**src/rtl/gcode_move_sequencer.sv**
```systemverilog
// Move sequencer: resolves G-code targets to absolute machine positions and drives
// per-axis step/dir pulses (independent rapid or Bresenham linear), plus pen and tool handshakes.
module gcode_move_sequencer #(
  parameter int COORD_W  = 14,
  parameter int STEP_DIV = 1000,
  parameter int INCH_MUL = 25
) (
  input  logic               clk,
  input  logic               rst_n,
  input  logic               cmd_valid,
  input  logic [4:0]         state_reg,
  input  logic [COORD_W-1:0] x_value,
  input  logic [COORD_W-1:0] y_value,
  input  logic               tool_ack,
  output logic               controller_ready,
  output logic               step_x,
  output logic               step_y,
  output logic               dir_x,
  output logic               dir_y,
  output logic               pen_up,
  output logic               tool_req,
  output logic [COORD_W-1:0] tool_num,
  output logic [COORD_W-1:0] pos_x,
  output logic [COORD_W-1:0] pos_y
);
  localparam int WI    = COORD_W + 6;
  localparam int EW    = COORD_W + 2;
  localparam int CNT_W = $clog2(STEP_DIV);
  localparam logic [CNT_W-1:0]     TICK_LAST  = CNT_W'(STEP_DIV - 1);
  localparam logic signed [WI-1:0] INCH_MUL_S = WI'(INCH_MUL);
  localparam logic signed [WI-1:0] POS_MAX    = WI'((1 << COORD_W) - 1);

  typedef enum logic [2:0] {S_IDLE, S_PLAN, S_DIR_SETUP, S_MOVE, S_TOOL} fsm_t;

  fsm_t                   fsm_reg, fsm_next;
  logic                   ready_reg, ack_reg;
  logic                   linear_reg, inches_reg, abs_reg, tool_reg;
  logic [COORD_W-1:0]     x_val_reg, y_val_reg;
  logic [CNT_W-1:0]       tick_cnt_reg;
  logic                   step_x_reg, step_y_reg, dir_x_reg, dir_y_reg;
  logic                   pen_up_reg, tool_req_reg;
  logic [COORD_W-1:0]     tool_num_reg, pos_x_reg, pos_y_reg;
  logic [COORD_W-1:0]     rem_x_reg, rem_y_reg, major_reg, minor_reg;
  logic                   x_major_reg;
  logic signed [EW-1:0]   err_reg;

  logic                   accept, tick, move_done, minor_step;
  logic                   step_x_d, step_y_d, x_major_w;
  logic [COORD_W-1:0]     tgt_x, tgt_y, dist_x, dist_y, major_w, minor_w;
  logic signed [EW-1:0]   err_dec, err_next;

  // Absolute values are unsigned; relative deltas are two's complement. Result clamped to the bed.
  function automatic logic [COORD_W-1:0] resolve(
    input logic [COORD_W-1:0] v,
    input logic [COORD_W-1:0] pos,
    input logic               absolute,
    input logic               inches
  );
    logic signed [WI-1:0] ext;
    logic signed [WI-1:0] scaled;
    logic signed [WI-1:0] t;
    ext    = absolute ? $signed({6'b0, v}) : $signed({{6{v[COORD_W-1]}}, v});
    scaled = inches ? ext * INCH_MUL_S : ext;
    t      = absolute ? scaled : $signed({6'b0, pos}) + scaled;
    if (t[WI-1]) return '0;
    if (t > POS_MAX) return POS_MAX[COORD_W-1:0];
    return t[COORD_W-1:0];
  endfunction

  always_comb begin
    fsm_next   = fsm_reg;
    accept     = cmd_valid && ready_reg;
    tgt_x      = resolve(x_val_reg, pos_x_reg, abs_reg, inches_reg);
    tgt_y      = resolve(y_val_reg, pos_y_reg, abs_reg, inches_reg);
    dist_x     = (tgt_x >= pos_x_reg) ? tgt_x - pos_x_reg : pos_x_reg - tgt_x;
    dist_y     = (tgt_y >= pos_y_reg) ? tgt_y - pos_y_reg : pos_y_reg - tgt_y;
    x_major_w  = (dist_x >= dist_y);
    major_w    = x_major_w ? dist_x : dist_y;
    minor_w    = x_major_w ? dist_y : dist_x;
    tick       = (tick_cnt_reg == TICK_LAST);
    move_done  = (rem_x_reg == '0) && (rem_y_reg == '0);
    err_dec    = err_reg - $signed({2'b0, minor_reg});
    err_next   = err_reg;
    minor_step = 1'b0;
    step_x_d   = 1'b0;
    step_y_d   = 1'b0;

    if (fsm_reg == S_MOVE && tick && !move_done) begin
      if (linear_reg) begin
        minor_step = err_dec[EW-1];
        err_next   = minor_step ? err_dec + $signed({2'b0, major_reg}) : err_dec;
        step_x_d   = x_major_reg | minor_step;
        step_y_d   = !x_major_reg | minor_step;
      end else begin
        step_x_d = (rem_x_reg != '0);
        step_y_d = (rem_y_reg != '0);
      end
    end

    case (fsm_reg)
      S_IDLE:      if (accept) fsm_next = S_PLAN;
      S_PLAN: begin
        if (tool_reg)                            fsm_next = S_TOOL;
        else if (dist_x == '0 && dist_y == '0)   fsm_next = S_IDLE;
        else                                     fsm_next = S_DIR_SETUP;
      end
      S_DIR_SETUP: if (tick) fsm_next = S_MOVE;
      S_MOVE:      if (move_done) fsm_next = S_IDLE;
      S_TOOL:      if (ack_reg) fsm_next = S_IDLE;
      default:     fsm_next = S_IDLE;
    endcase
  end

  always_ff @(posedge clk or negedge rst_n) begin
    if (!rst_n) fsm_reg <= S_IDLE;
    else        fsm_reg <= fsm_next;
  end

  always_ff @(posedge clk or negedge rst_n) begin
    if (!rst_n) begin
      ready_reg    <= 1'b1;
      ack_reg      <= 1'b0;
      linear_reg   <= 1'b0;
      inches_reg   <= 1'b0;
      abs_reg      <= 1'b0;
      tool_reg     <= 1'b0;
      x_val_reg    <= '0;
      y_val_reg    <= '0;
      tick_cnt_reg <= '0;
      step_x_reg   <= 1'b0;
      step_y_reg   <= 1'b0;
      dir_x_reg    <= 1'b0;
      dir_y_reg    <= 1'b0;
      pen_up_reg   <= 1'b0;
      tool_req_reg <= 1'b0;
      tool_num_reg <= '0;
      pos_x_reg    <= '0;
      pos_y_reg    <= '0;
      rem_x_reg    <= '0;
      rem_y_reg    <= '0;
      major_reg    <= '0;
      minor_reg    <= '0;
      x_major_reg  <= 1'b1;
      err_reg      <= '0;
    end else begin
      // Ready lags the state by one clock so upstream sees a clean registered handshake.
      ready_reg  <= (fsm_reg == S_IDLE) && !accept;
      ack_reg    <= tool_ack;
      step_x_reg <= step_x_d;
      step_y_reg <= step_y_d;

      if (fsm_reg == S_PLAN || tick)
        tick_cnt_reg <= '0;
      else if (fsm_reg == S_DIR_SETUP || fsm_reg == S_MOVE)
        tick_cnt_reg <= tick_cnt_reg + 1'b1;

      case (fsm_reg)
        S_IDLE: begin
          if (accept) begin
            linear_reg <= state_reg[0];
            inches_reg <= state_reg[1];
            abs_reg    <= state_reg[2];
            pen_up_reg <= state_reg[3];
            tool_reg   <= state_reg[4];
            x_val_reg  <= x_value;
            y_val_reg  <= y_value;
          end
        end
        S_PLAN: begin
          if (tool_reg) begin
            tool_num_reg <= x_val_reg;
            tool_req_reg <= 1'b1;
          end else begin
            dir_x_reg   <= (tgt_x >= pos_x_reg);
            dir_y_reg   <= (tgt_y >= pos_y_reg);
            rem_x_reg   <= dist_x;
            rem_y_reg   <= dist_y;
            x_major_reg <= x_major_w;
            major_reg   <= major_w;
            minor_reg   <= minor_w;
            err_reg     <= $signed({3'b0, major_w[COORD_W-1:1]});
          end
        end
        S_MOVE: begin
          if (step_x_d) begin
            pos_x_reg <= dir_x_reg ? pos_x_reg + 1'b1 : pos_x_reg - 1'b1;
            rem_x_reg <= rem_x_reg - 1'b1;
          end
          if (step_y_d) begin
            pos_y_reg <= dir_y_reg ? pos_y_reg + 1'b1 : pos_y_reg - 1'b1;
            rem_y_reg <= rem_y_reg - 1'b1;
          end
          err_reg <= err_next;
        end
        S_TOOL: if (ack_reg) tool_req_reg <= 1'b0;
        default: ;
      endcase
    end
  end

  assign controller_ready = ready_reg;
  assign step_x           = step_x_reg;
  assign step_y           = step_y_reg;
  assign dir_x            = dir_x_reg;
  assign dir_y            = dir_y_reg;
  assign pen_up           = pen_up_reg;
  assign tool_req         = tool_req_reg;
  assign tool_num         = tool_num_reg;
  assign pos_x            = pos_x_reg;
  assign pos_y            = pos_y_reg;

endmodule

```
**config.mk**
```make
export PLATFORM = sky130hd
export DESIGN_NAME = gcode_move_sequencer
export DESIGN_NICKNAME = d
export VERILOG_FILES = /design/src/rtl/gcode_move_sequencer.sv
export SDC_FILE = /design/constraint.sdc
export NUM_CORES = 1
export LEC_CHECK = 0
export CORE_MARGIN = 4
export CORE_UTILIZATION = 42
export DETAILED_ROUTE_END_ITERATION = 8
export PLACE_DENSITY_LB_ADDON = 0.1
export SKIP_CTS_REPAIR_TIMING = 1
export SYNTH_ARGS = -nofsm -noshare
export SYNTH_HDL_FRONTEND = slang
export SYNTH_SLANG_ARGS = --single-unit
```
**constraint.sdc**
```tcl
create_clock -name clk -period 11.6 [get_ports clk]
set_input_delay 1.74 -clock clk [delete_from_list [all_inputs] [get_ports clk]]
set_output_delay 1.74 -clock clk [all_outputs]
set_load 0.01 [all_outputs]
```
==> results_tabular.tex <==
\begin{tabular}{lr}
\hline
Metric & Value \\
\hline
\multicolumn{2}{l}{\textbf{Synthesis}} \\
\quad Unique masters post-synth & 85 \\
\quad Most frequent cells after synthesis & sky130\_fd\_sc\_hd\_\_ha\_1 (243), sky130\_fd\_sc\_hd\_\_o21ai\_0 (176), sky130\_fd\_sc\_hd\_\_dfrtp\_1 (166), sky130\_fd\_sc\_hd\_\_nand2\_1 (159), sky130\_fd\_sc\_hd\_\_nor2\_1 (139) \\
\quad Post-synth net total & 2345 \\
\quad Most area-consuming cells after synthesis & sky130\_fd\_sc\_hd\_\_dfrtp\_1 (24\%), sky130\_fd\_sc\_hd\_\_ha\_1 (17\%), sky130\_fd\_sc\_hd\_\_o21ai\_0 (5.0\%) \\
\quad Area share of the largest cell type after synthesis & 23.6\% \\
\quad Synthesis warning total & 0 \\
\quad Number of synthesized flops with an enable pin & 0 \\
\quad Number of cells produced by synthesis & 2029 \\
\quad FF+latch count, synth & 168 \\
\quad Synthesized area per cell & 8.67 um\^{}2 \\
\quad Flip-flop cell with the highest count after synthesis & sky130\_fd\_sc\_hd\_\_dfrtp\_1 \\
\quad Total standard cell area after synthesis & 0.0176 mm\^{}2 \\
\quad Async SR Flop Fraction & 100\% \\
\quad Cell with the most instances after synthesis & sky130\_fd\_sc\_hd\_\_ha\_1 \\
\quad Synth area leader & sky130\_fd\_sc\_hd\_\_dfrtp\_1 \\
\quad Proportion of synthesized chip area in sequential cells & 23.9\% \\
\multicolumn{2}{l}{\textbf{Critical path}} \\
\quad Crit-path slowest cell & sky130\_fd\_sc\_hd\_\_a21oi\_4 \\
\quad Slack of the worst reg-to-reg path & 1.06 ns \\
\quad CP Launch Type & register \\
\quad Data arrival time of the worst path & 10.89 ns \\
\quad Terminus of the critical flop-to-flop path & err\_reg[4] \\
\quad Depth of the worst register-to-register path & 41 \\
\quad Critical path startpoint & y\_val\_reg[2] \\
\quad Stage delay of the slowest cell on the critical path & 0.48 ns \\
\quad Endpoint class of the critical path & register \\
\quad Worst Path Class, Setup & register to register \\
\quad Worst-path fanout max & 23 \\
\quad RR Startpoint & y\_val\_reg[2] \\
\quad Most frequent cell on the critical path & sky130\_fd\_sc\_hd\_\_ha\_1 \\
\quad Required time reported for the critical path endpoint & 11.96 ns \\
\multicolumn{2}{l}{\textbf{Finish}} \\
\quad Final Instance Area & 0.0197 mm\^{}2 \\
\quad Fraction of final layout cells with drive strength greater than 1 & 7.75\% \\
\quad ANT cells & 0 \\
\quad Number of flip-flops in the largest register & 16 \\
\quad Number of nets in the layout & 2407 \\
\quad Fillers & 4050 \\
\quad Area growth from synthesis to layout & 11.9\% \\
\multicolumn{2}{l}{\textbf{Drt}} \\
\quad Post-DRT Antenna Nets & 0 \\
\quad Detailed Routing Iterations Pass 1 & 5 \\
\quad Total number of vias & 15183 \\
\quad Routed Wire Length & 48700 um \\
\quad Final routed DRC violation total & 0 \\
\quad Routed length per instance & 18.5 um \\
\quad 1st-iter DRT viols & 927 \\
\quad Vias per cell & 5.76 \\
\multicolumn{2}{l}{\textbf{CTS}} \\
\quad Total number of clock tree sinks & 168 \\
\quad CTS Buf Count & 17 \\
\quad Number of H-tree branching levels & 4 \\
\quad TritonCTS clock tree & built \\
\quad Clock transition time at the flip-flop clock pins of the worst setup and hold paths & 0.07 ns \\
\quad CTS root buffer & sky130\_fd\_sc\_hd\_\_clkbuf\_16 \\
\quad Max clock buf depth & 2 \\
\quad Clock latency at the later pin of the worst-skew pair & 0.49 ns \\
\multicolumn{2}{l}{\textbf{Die}} \\
\quad Area enclosed by the die boundary & 0.0452 mm\^{}2 \\
\quad Placement row count & 74 \\
\quad Initial Util & 42.8\% \\
\quad Die W & 213 um \\
\quad Core footprint & 0.0411 mm\^{}2 \\
\quad Count of pins on the block boundary & 86 \\
\quad Height of the die & 213 um \\
\multicolumn{2}{l}{\textbf{GRT}} \\
\quad Wire length of the first global-routing pass & 80500 um \\
\quad Initial antenna violation count & 0 \\
\quad Via count of the first global-routing pass & 15043 \\
\quad All-Layer GR Usage & 22.2\% \\
\quad Gr ovfl total & 0 \\
\quad Largest net degree at the start of global routing & 65 \\
\multicolumn{2}{l}{\textbf{Timing}} \\
\quad Slew at the pin closest to its max-slew limit & 1.00 ns \\
\quad Minimum clock period after layout & 10.54 ns \\
\quad Worst max-slew margin expressed relative to the limit & 32.8\% \\
\quad Post-route fraction of the period consumed by the critical path & 90.8\% \\
\quad Highest Clock Rate & 94.9 MHz \\
\quad RSZ-0062 raised after global routing & false \\
\quad Max-slew violation count & 0 \\
\quad Number of setup violations in the final report & 0 \\
\quad Setup total negative slack & 0 ns \\
\quad Final Hold Fails & 0 \\
\quad Skew final & 0.0207 ns \\
\multicolumn{2}{l}{\textbf{Worst hold path}} \\
\quad Number of cells traversed by the worst hold path & 2 \\
\quad Origin of the worst min-delay path & minor\_reg[2] \\
\quad Classification of the worst-slack hold path & register to register \\
\quad Endpoint, Worst Hold & minor\_reg[2] \\
\multicolumn{2}{l}{\textbf{Placed design}} \\
\quad Sum of net half-perimeters after detailed placement & 37900 um \\
\quad Placed Instance Area & 0.0191 mm\^{}2 \\
\quad Global placer's final weighted congestion & 0.888 \\
\quad Port-buffer cells & 85 \\
\multicolumn{2}{l}{\textbf{Outcome}} \\
\quad Outcome & completed \\
\multicolumn{2}{l}{\textbf{Job}} \\
\quad Maximum Capacitance Violations & 0 \\
\hline
\end{tabular}
## routing by layer
| layer | share of wire (%) | global-route usage, % |
|---|---|---|
| met1 | 48 | 30.2 |
| met2 | 46 | 37.0 |
| met3 | 3.6 | 3.64 |
| met4 | 2.2 | 5.98 |
| met5 | 0 | 0 |
## kinds of logic (layout without fill, tap and decap cells)
group / after synthesis / in the layout / share of synthesized area (%)
xor gates and xnor gates: 116 / 116 / 5.78
DFF: 168 / 168 / 23.9
muxes: 114 / 114 / 7.04
buffers and inverters: 193 / 268 / 4.29
and+or+nand+nor: 530 / 530 / 14.3
AOI/OAI and AO/OA: 629 / 629 / 23.2
adders and majority gates: 279 / 279 / 21.4
## cell usage in the layout (no fill, tap or decap), types with 36 or more instances in the layout
cell / n
sky130_fd_sc_hd__o21ai_0: 176
sky130_fd_sc_hd__xnor2_1: 64
sky130_fd_sc_hd__xor2_1: 51
sky130_fd_sc_hd__mux2i_1: 46
sky130_fd_sc_hd__nand2_1: 158
sky130_fd_sc_hd__mux2_2: 66
sky130_fd_sc_hd__a211oi_1: 41
sky130_fd_sc_hd__nor2_1: 138
sky130_fd_sc_hd__inv_1: 118
sky130_fd_sc_hd__a21o_1: 52
sky130_fd_sc_hd__dfrtp_1: 166
sky130_fd_sc_hd__a21oi_1: 131
sky130_fd_sc_hd__ha_1: 243
sky130_fd_sc_hd__clkdlybuf4s50_1: 84
sky130_fd_sc_hd__fa_1: 36
sky130_fd_sc_hd__o21a_1: 51
sky130_fd_sc_hd__nor3_1: 56
## worst max path at each step
stage                    endpoint  slack, ns  depth (start not counted)
floorplan           minor_reg[13]       1.98                         43
global placement      err_reg[12]       1.36                         39
detailed placement    err_reg[12]       1.14                         39
CTS                   err_reg[12]       1.09                         39
global route           err_reg[4]       0.21                         43
finish                 err_reg[4]       1.06                         41
## area by class of cell
cell class              count  area, um^2  share of cell area, %
multi-input cells        1668       12700                   64.4
flip-flops and latches    168        4210                   21.4
repair buffers            118        1100                   5.60
well taps                 532         666                   3.38
inverters                 118         443                   2.25
clock buffers              19         433                   2.20
clock inverters            13         160                  0.814
## worst max-delay path, delay by kind of cell (launching register included)
family / cells / cell delay, ns
xor gates and xnor gates: 2 / 0.37
muxes: 2 / 0.54
DFF: 1 / 0.43
buffers and inverters: 3 / 0.72
and+or+nand+nor: 8 / 1.79
AOI/OAI and AO/OA: 19 / 4.04
adders and majority gates: 7 / 2.52
## per-stage QoR
stage,worst slack (ns),std cells,hold slack (ns),utilization [%]
2_1_floorplan,1.98,2029,0.450,-
3_3_place_gp,1.36,2604,0.467,46.4
3_5_place_dp,1.14,2604,0.471,46.4
4_1_cts,1.09,2636,0.487,47.8
5_1_grt,0.209,2636,0.504,47.8
6_report,1.06,2636,0.481,47.8
Power is left out: the tool's default activity adds up to more than one toggle a clock period on the data nets, which glitch-free logic cannot reach.
